`config.mk`:
```
export PLATFORM = sky130hd
export DESIGN_NAME = wallace_mult_pipe
export DESIGN_NICKNAME = d
export VERILOG_FILES = /design/src/rtl/wallace_mult_pipe_pkg.sv /design/src/rtl/wallace_mult_pipe_csa_row.sv /design/src/rtl/wallace_mult_pipe.sv
export SDC_FILE = /design/constraint.sdc
export NUM_CORES = 1
export LEC_CHECK = 0
export BUFFER_PORTS_ARGS = -buffer_cell sky130_fd_sc_hd__buf_2
export CORE_UTILIZATION = 32
export DETAILED_ROUTE_END_ITERATION = 10
export PLACE_DENSITY = 0.5
export SETUP_SLACK_MARGIN = 0.1
export SLEW_MARGIN = 20
export SYNTH_ARGS = -nofsm -noshare
export SYNTH_HDL_FRONTEND = slang
export SYNTH_SLANG_ARGS = --single-unit
export TNS_END_PERCENT = 1
```
`constraint.sdc`:
```
create_clock -name clk -period 4.3 [get_ports clk]
set_clock_uncertainty 0.2 [all_clocks]
set_input_delay 0.86 -clock clk [delete_from_list [all_inputs] [get_ports clk]]
set_output_delay 0.86 -clock clk [all_outputs]
set_load 0.005 [all_outputs]
```
`src/rtl/wallace_mult_pipe_pkg.sv`:
```
// Shared constants, types and elaboration helpers for the pipelined Wallace multiplier.
//   MULT_LATENCY   : cycles from input transfer to out_valid with no stall
//   mult_mode_e    : per-operation operand interpretation
//   wallace_*      : row/level bookkeeping for the generate-built 3:2 reduction tree
package mult_pkg;

  localparam int MULT_LATENCY = 3;

  typedef enum logic {
    MODE_UNSIGNED = 1'b0,
    MODE_SIGNED   = 1'b1
  } mult_mode_e;

  // Rows left after one level of 3:2 compression: each full group of three
  // becomes two, leftovers pass straight through.
  function automatic int wallace_next(input int n);
    return 2 * (n / 3) + (n % 3);
  endfunction

  // Number of rows present at the input of level lvl (lvl = 0 is the raw tree input).
  function automatic int wallace_rows(input int n, input int lvl);
    int r;
    r = n;
    for (int k = 0; k < lvl; k++) r = wallace_next(r);
    return r;
  endfunction

  // Number of compression levels needed to bring n rows down to two.
  function automatic int wallace_levels(input int n);
    int r;
    int l;
    r = n;
    l = 0;
    while (r > 2) begin
      r = wallace_next(r);
      l++;
    end
    return l;
  endfunction

endpackage

```
`src/rtl/wallace_mult_pipe_csa_row.sv`:
```
// One row of N independent 3:2 full-adder compressors.
//   x_i, y_i, z_i : three addends
//   sum_o         : bitwise sum
//   carry_o       : majority bits shifted up by one (weight already applied);
//                   the carry out of bit N-1 is dropped (arithmetic is mod 2^N)
module csa_row #(
  parameter int N = 16
) (
  input  logic [N-1:0] x_i,
  input  logic [N-1:0] y_i,
  input  logic [N-1:0] z_i,
  output logic [N-1:0] sum_o,
  output logic [N-1:0] carry_o
);

  assign sum_o          = x_i ^ y_i ^ z_i;
  assign carry_o[0]     = 1'b0;
  assign carry_o[N-1:1] = (x_i[N-2:0] & y_i[N-2:0]) |
                          (x_i[N-2:0] & z_i[N-2:0]) |
                          (y_i[N-2:0] & z_i[N-2:0]);

endmodule

```
`src/rtl/wallace_mult_pipe.sv`:
```
// Three-stage pipelined WIDTH x WIDTH Wallace-tree multiplier with valid/ready
// handshakes on both sides and per-operation signed/unsigned mode.
//   clk, rst_n           : clock, synchronous active-low reset
//   in_valid / in_ready  : operand handshake (in_ready = pipeline may advance)
//   in_a, in_b           : operands
//   in_signed            : 1 = two's complement, 0 = unsigned
//   in_tag / out_tag     : opaque tag travelling with the operation
//   out_valid / out_ready: product handshake
//   out_p                : 2*WIDTH-bit product (exact modulo 2^(2*WIDTH))
// Stages: S1 partial products, S2 carry-save reduction, S3 carry-propagate add.
module wallace_mult_pipe
  import mult_pkg::*;
#(
  parameter int WIDTH = 8,
  parameter int TAG_W = 4
) (
  input  logic                 clk,
  input  logic                 rst_n,
  input  logic                 in_valid,
  output logic                 in_ready,
  input  logic [WIDTH-1:0]     in_a,
  input  logic [WIDTH-1:0]     in_b,
  input  logic                 in_signed,
  input  logic [TAG_W-1:0]     in_tag,
  output logic                 out_valid,
  input  logic                 out_ready,
  output logic [2*WIDTH-1:0]   out_p,
  output logic [TAG_W-1:0]     out_tag
);

  localparam int P      = 2 * WIDTH;
  localparam int LEVELS = wallace_levels(WIDTH);

  logic               advance;
  mult_mode_e         mode;
  logic               pp_bit;
  logic [WIDTH*P-1:0] pp_d;

  logic               s1_valid_q;
  logic [WIDTH*P-1:0] s1_pp_q;
  logic [TAG_W-1:0]   s1_tag_q;

  logic [P-1:0]       red_sum;
  logic [P-1:0]       red_carry;
  logic               s2_valid_q;
  logic [P-1:0]       s2_sum_q;
  logic [P-1:0]       s2_carry_q;
  logic [TAG_W-1:0]   s2_tag_q;

  logic [P-1:0]       p_d;
  logic               out_valid_q;
  logic [P-1:0]       out_p_q;
  logic [TAG_W-1:0]   out_tag_q;

  // The whole pipe moves as one; a held output freezes every stage behind it.
  assign advance  = !out_valid_q || out_ready;
  assign in_ready = advance;
  assign mode     = in_signed ? MODE_SIGNED : MODE_UNSIGNED;

  // S1: row i holds a & b[i] shifted by i. In signed mode the Baugh-Wooley
  // form inverts the terms where exactly one operand bit is the sign bit and
  // adds 2^WIDTH + 2^(2*WIDTH-1); both constant bits sit in free positions of
  // row 0, so no extra row is needed.
  always_comb begin
    pp_d   = '0;
    pp_bit = 1'b0;
    for (int i = 0; i < WIDTH; i++) begin
      for (int j = 0; j < WIDTH; j++) begin
        pp_bit = in_a[j] & in_b[i];
        if (mode == MODE_SIGNED && ((i == WIDTH-1) != (j == WIDTH-1))) pp_bit = ~pp_bit;
        pp_d[i*P + i + j] = pp_bit;
      end
    end
    if (mode == MODE_SIGNED) begin
      pp_d[WIDTH] = 1'b1;
      pp_d[P-1]   = 1'b1;
    end
  end

  // S2: each level compresses groups of three rows into two; leftover rows
  // are forwarded. Every level has its own row vector so no signal feeds back
  // into itself.
  for (genvar l = 0; l <= LEVELS; l++) begin : g_lvl
    localparam int NR = wallace_rows(WIDTH, l);
    logic [NR*P-1:0] rows;

    if (l == 0) begin : g_leaf
      assign rows = s1_pp_q;
    end else begin : g_red
      localparam int NP = wallace_rows(WIDTH, l-1);
      localparam int NG = NP / 3;
      for (genvar g = 0; g < NG; g++) begin : g_csa
        csa_row #(.N(P)) u_csa (
          .x_i     (g_lvl[l-1].rows[(3*g)*P   +: P]),
          .y_i     (g_lvl[l-1].rows[(3*g+1)*P +: P]),
          .z_i     (g_lvl[l-1].rows[(3*g+2)*P +: P]),
          .sum_o   (rows[(2*g)*P   +: P]),
          .carry_o (rows[(2*g+1)*P +: P])
        );
      end
      for (genvar r = 0; r < NP % 3; r++) begin : g_pass
        assign rows[(2*NG+r)*P +: P] = g_lvl[l-1].rows[(3*NG+r)*P +: P];
      end
    end
  end

  assign red_sum   = g_lvl[LEVELS].rows[P-1:0];
  assign red_carry = g_lvl[LEVELS].rows[2*P-1:P];

  // S3: final carry-propagate add, truncated to 2*WIDTH bits.
  assign p_d = s2_sum_q + s2_carry_q;

  always_ff @(posedge clk) begin
    if (!rst_n) begin
      s1_valid_q  <= 1'b0;
      s2_valid_q  <= 1'b0;
      out_valid_q <= 1'b0;
      out_p_q     <= '0;
      out_tag_q   <= '0;
    end else if (advance) begin
      s1_valid_q  <= in_valid;
      s2_valid_q  <= s1_valid_q;
      out_valid_q <= s2_valid_q;
      // Bubbles leave the last product in place rather than loading junk.
      if (s2_valid_q) begin
        out_p_q   <= p_d;
        out_tag_q <= s2_tag_q;
      end
    end
  end

  // Intermediate data carries no reset; its valid bit decides whether it matters.
  always_ff @(posedge clk) begin
    if (advance && in_valid) begin
      s1_pp_q  <= pp_d;
      s1_tag_q <= in_tag;
    end
    if (advance && s1_valid_q) begin
      s2_sum_q   <= red_sum;
      s2_carry_q <= red_carry;
      s2_tag_q   <= s1_tag_q;
    end
  end

  assign out_valid = out_valid_q;
  assign out_p     = out_p_q;
  assign out_tag   = out_tag_q;

endmodule
```
==> results.json <==
{
  "slew_violations": 0,
  "vdd_drop_max_v": 0.000249,
  "die-area_mm2": 0.0189,
  "cts_resized": 0,
  "final_common_cell": "edfxtp_1",
  "synth_top_family_by_area": "adder cells",
  "synth_fa_ha_area_share_pct": 18.8,
  "hold_viol": 0,
  "fp.dieH_um": 137,
  "drcViolationCount": 0,
  "grt_setup_unrepaired": "false",
  "ys_seq_elements": 123,
  "dpl.hpwl_um": 7430,
  "seqCellArea_mm2": 0.00346,
  "synth_area_mm2": 0.00587,
  "worstSetupEndpointType": "flop",
  "slew_headroom_pct": 46.2,
  "numPortBuffers": 46,
  "layout.cells.non_filler": 723,
  "status": "finished, final reports clean",
  "row_count": 49,
  "start_util_pct": 32.7,
  "start_kind": "flop",
  "synthXorXnorAreaFrac_pct": 2.54,
  "cts.sinks": 123,
  "drive_gt1_share_pct": 17.0,
  "synth_simple_gate_area_share_pct": 10.4,
  "synth_compound_area_share_pct": 5.35,
  "hold_path.class": "flop to flop",
  "intPower_mw": 2.57,
  "comb_power_share_pct": 18.1,
  "critPathRequiredTime_ns": 4.26,
  "drv_cap": 0,
  "drtAntennaViolNets": 0,
  "grt_overflow": 0,
  "placed_area_mm2": 0.00636,
  "place_congestion": 0.711,
  "cp.arrival_ns": 2.88,
  "worst_pin_slew_ns": 0.807,
  "synthMuxAreaShare_pct": 0.171,
  "seqPwrFrac_pct": 42.6,
  "final_cell_mix": "100 x edfxtp_1, 52 x and2_1, 46 x buf_2",
  "clk_path_buf_depth": 2,
  "fp.dieW_um": 137,
  "n_antenna_cell": 0,
  "wirelength_um": 10600,
  "synth-edff-count": 100,
  "synthCells": 426,
  "syn_nets": 515,
  "clock_latency_ns": 0.42,
  "synth_area_leaders": "edfxtp_1 51%, fa_1 14%, dfxtp_1 7.8%",
  "io_pins": 47,
  "final_area_mm2": 0.00694,
  "grt_pass1_vias": 3381,
  "critical_path_class": "flop to flop",
  "clockRootBuffer": "clkbuf_16",
  "htreeDepth": 4,
  "synth_seq_area_share_pct": 59.0,
  "cts.clk_slew.worst_paths_ns": 0.06,
  "p_leak_nw": 2.82,
  "dp.cells": 691,
  "post_cts_buffers": 0,
  "dr.first_iter.drc_count": 176,
  "synth_top_area_share_pct": 51.2,
  "cts_hold_buf": 0,
  "viasPerCell": 4.41,
  "yosys.area.top_type": "edfxtp_1",
  "finalSetupTns_ns": 0,
  "setup_viol": 0,
  "period_share_pct": 67.9,
  "grt_usage_pct": 12.7,
  "p_sw_share_pct": 26.4,
  "multi_input_area_mm2": 0.00218,
  "synth-async-reset-ratio_pct": 0,
  "fmax_mhz": 342,
  "grt_pass1_wl_um": 17600,
  "area_growth_pct": 18.3,
  "first_pass_iters": 4,
  "period_needed_ns": 2.92,
  "clkPwrFrac_pct": 39.2,
  "grt_max_degree": 40,
  "num_vias": 3185,
  "synth_cell_type_count": 35,
  "wire_per_inst_um": 14.6,
  "antenna_found_initial": 0,
  "ys_dominant_reg_cell": "edfxtp_1",
  "fin_nets": 570,
  "avgSynthCellArea_um2": 13.8,
  "cts_tree": "built",
  "p_per_area_mw_per_mm2": 503,
  "cts_made_buffers": 17,
  "fillers": 1711,
  "critPathMaxFanout": 1,
  "switchingPower_mw": 0.922,
  "coreArea_mm2": 0.0180,
  "yosys_warnings": 0
}
-- Yosys cell counts (2+ instances only) --
cell,n
ha_1,24
buf_2,5
o21a_1,2
nand2_1,42
and3_1,2
o21ai_0,4
a21oi_1,23
a21o_1,6
nand3_1,4
and2_1,53
a211o_1,2
a211oi_1,3
edfxtp_1,100
inv_1,45
fa_1,40
dfxtp_1,23
xnor2_1,16
nand4_1,6
clkbuf_1,7
nor2_1,4
-- power groups by stage --
stage                     sequential, mW  combinational [mW]  clock, mW
after floorplan                     1.51               0.468          0
after global placement              1.51               0.643          0
after detailed placement            1.52               0.649          0
after CTS                           1.49               0.653       1.41
after global routing                1.50               0.755       1.45
final                               1.49               0.634       1.37
-- state kept, by name, summed over array words and instances (netlist names) --
signal,cells
g_lvl.rows,65
out_p,16
out_tag,4
out_valid,1
s1_tag_q,4
s1_valid_q,1
s2_carry_q,11
s2_sum_q,16
s2_tag_q,4
s2_valid_q,1
-- routing by layer --
layer	GRT usage [%]	vias up	wire [µm]
li1	-	1564	-
met1	16.9	1542	5230
met2	19.3	68	4800
met3	3.72	11	403
met4	5.13	0	150
met5	0	-	0
-- through the flow --
stage / setup slack (ns) / power [mW] / hold WS (ns) / utilization [%]
global route: 1.27 / 3.71 / 0.225 / 38.6
detailed placement: 1.37 / 2.17 / 0.206 / 35.4
CTS: 1.36 / 3.55 / 0.218 / 38.6
global placement: 1.41 / 2.16 / 0.205 / 35.4
floorplan: 0.914 / 1.98 / 0.200 / -
finish: 1.38 / 3.49 / 0.216 / 38.6
-- critical path, cell delays in order, from the launching register on --
cell,delay [ns]
edfxtp_1,0.40
fa_1,0.53
fa_1,0.55
inv_1,0.05
fa_1,0.47
inv_1,0.04
fa_1,0.42
-- worst paths after layout --
kind	from	endpoint	slack (ns)	cells after the start
worst min-delay path	s1_tag_q[2]	s2_tag_q[2]	0.22	0
worst min register to register	s1_tag_q[2]	s2_tag_q[2]	0.22	0
worst max register to register	g_lvl[0].rows[56]	s2_sum_q[8]	1.38	6
worst max-delay path	g_lvl[0].rows[56]	s2_sum_q[8]	1.38	6
-- layout make-up --
| class | instances | area share (%) |
|---|---|---|
| sequential | 123 | 49.9 |
| inverter | 45 | 2.43 |
| multi-input combinational | 246 | 31.5 |
| tap | 229 | 4.13 |
| timing repair buffer | 48 | 3.71 |
| clock inverter | 12 | 1.62 |
| clock buffer | 20 | 6.74 |
-- cell families after synthesis --
logic type,Yosys count
DFF,123
and+or+nand+nor,116
adders and majority gates,64
buffers and inverters,57
AOI/OAI and AO/OA,48
xor gates and xnor gates,17
muxes,1
No activity file was read; power rests on OpenSTA's default activity.
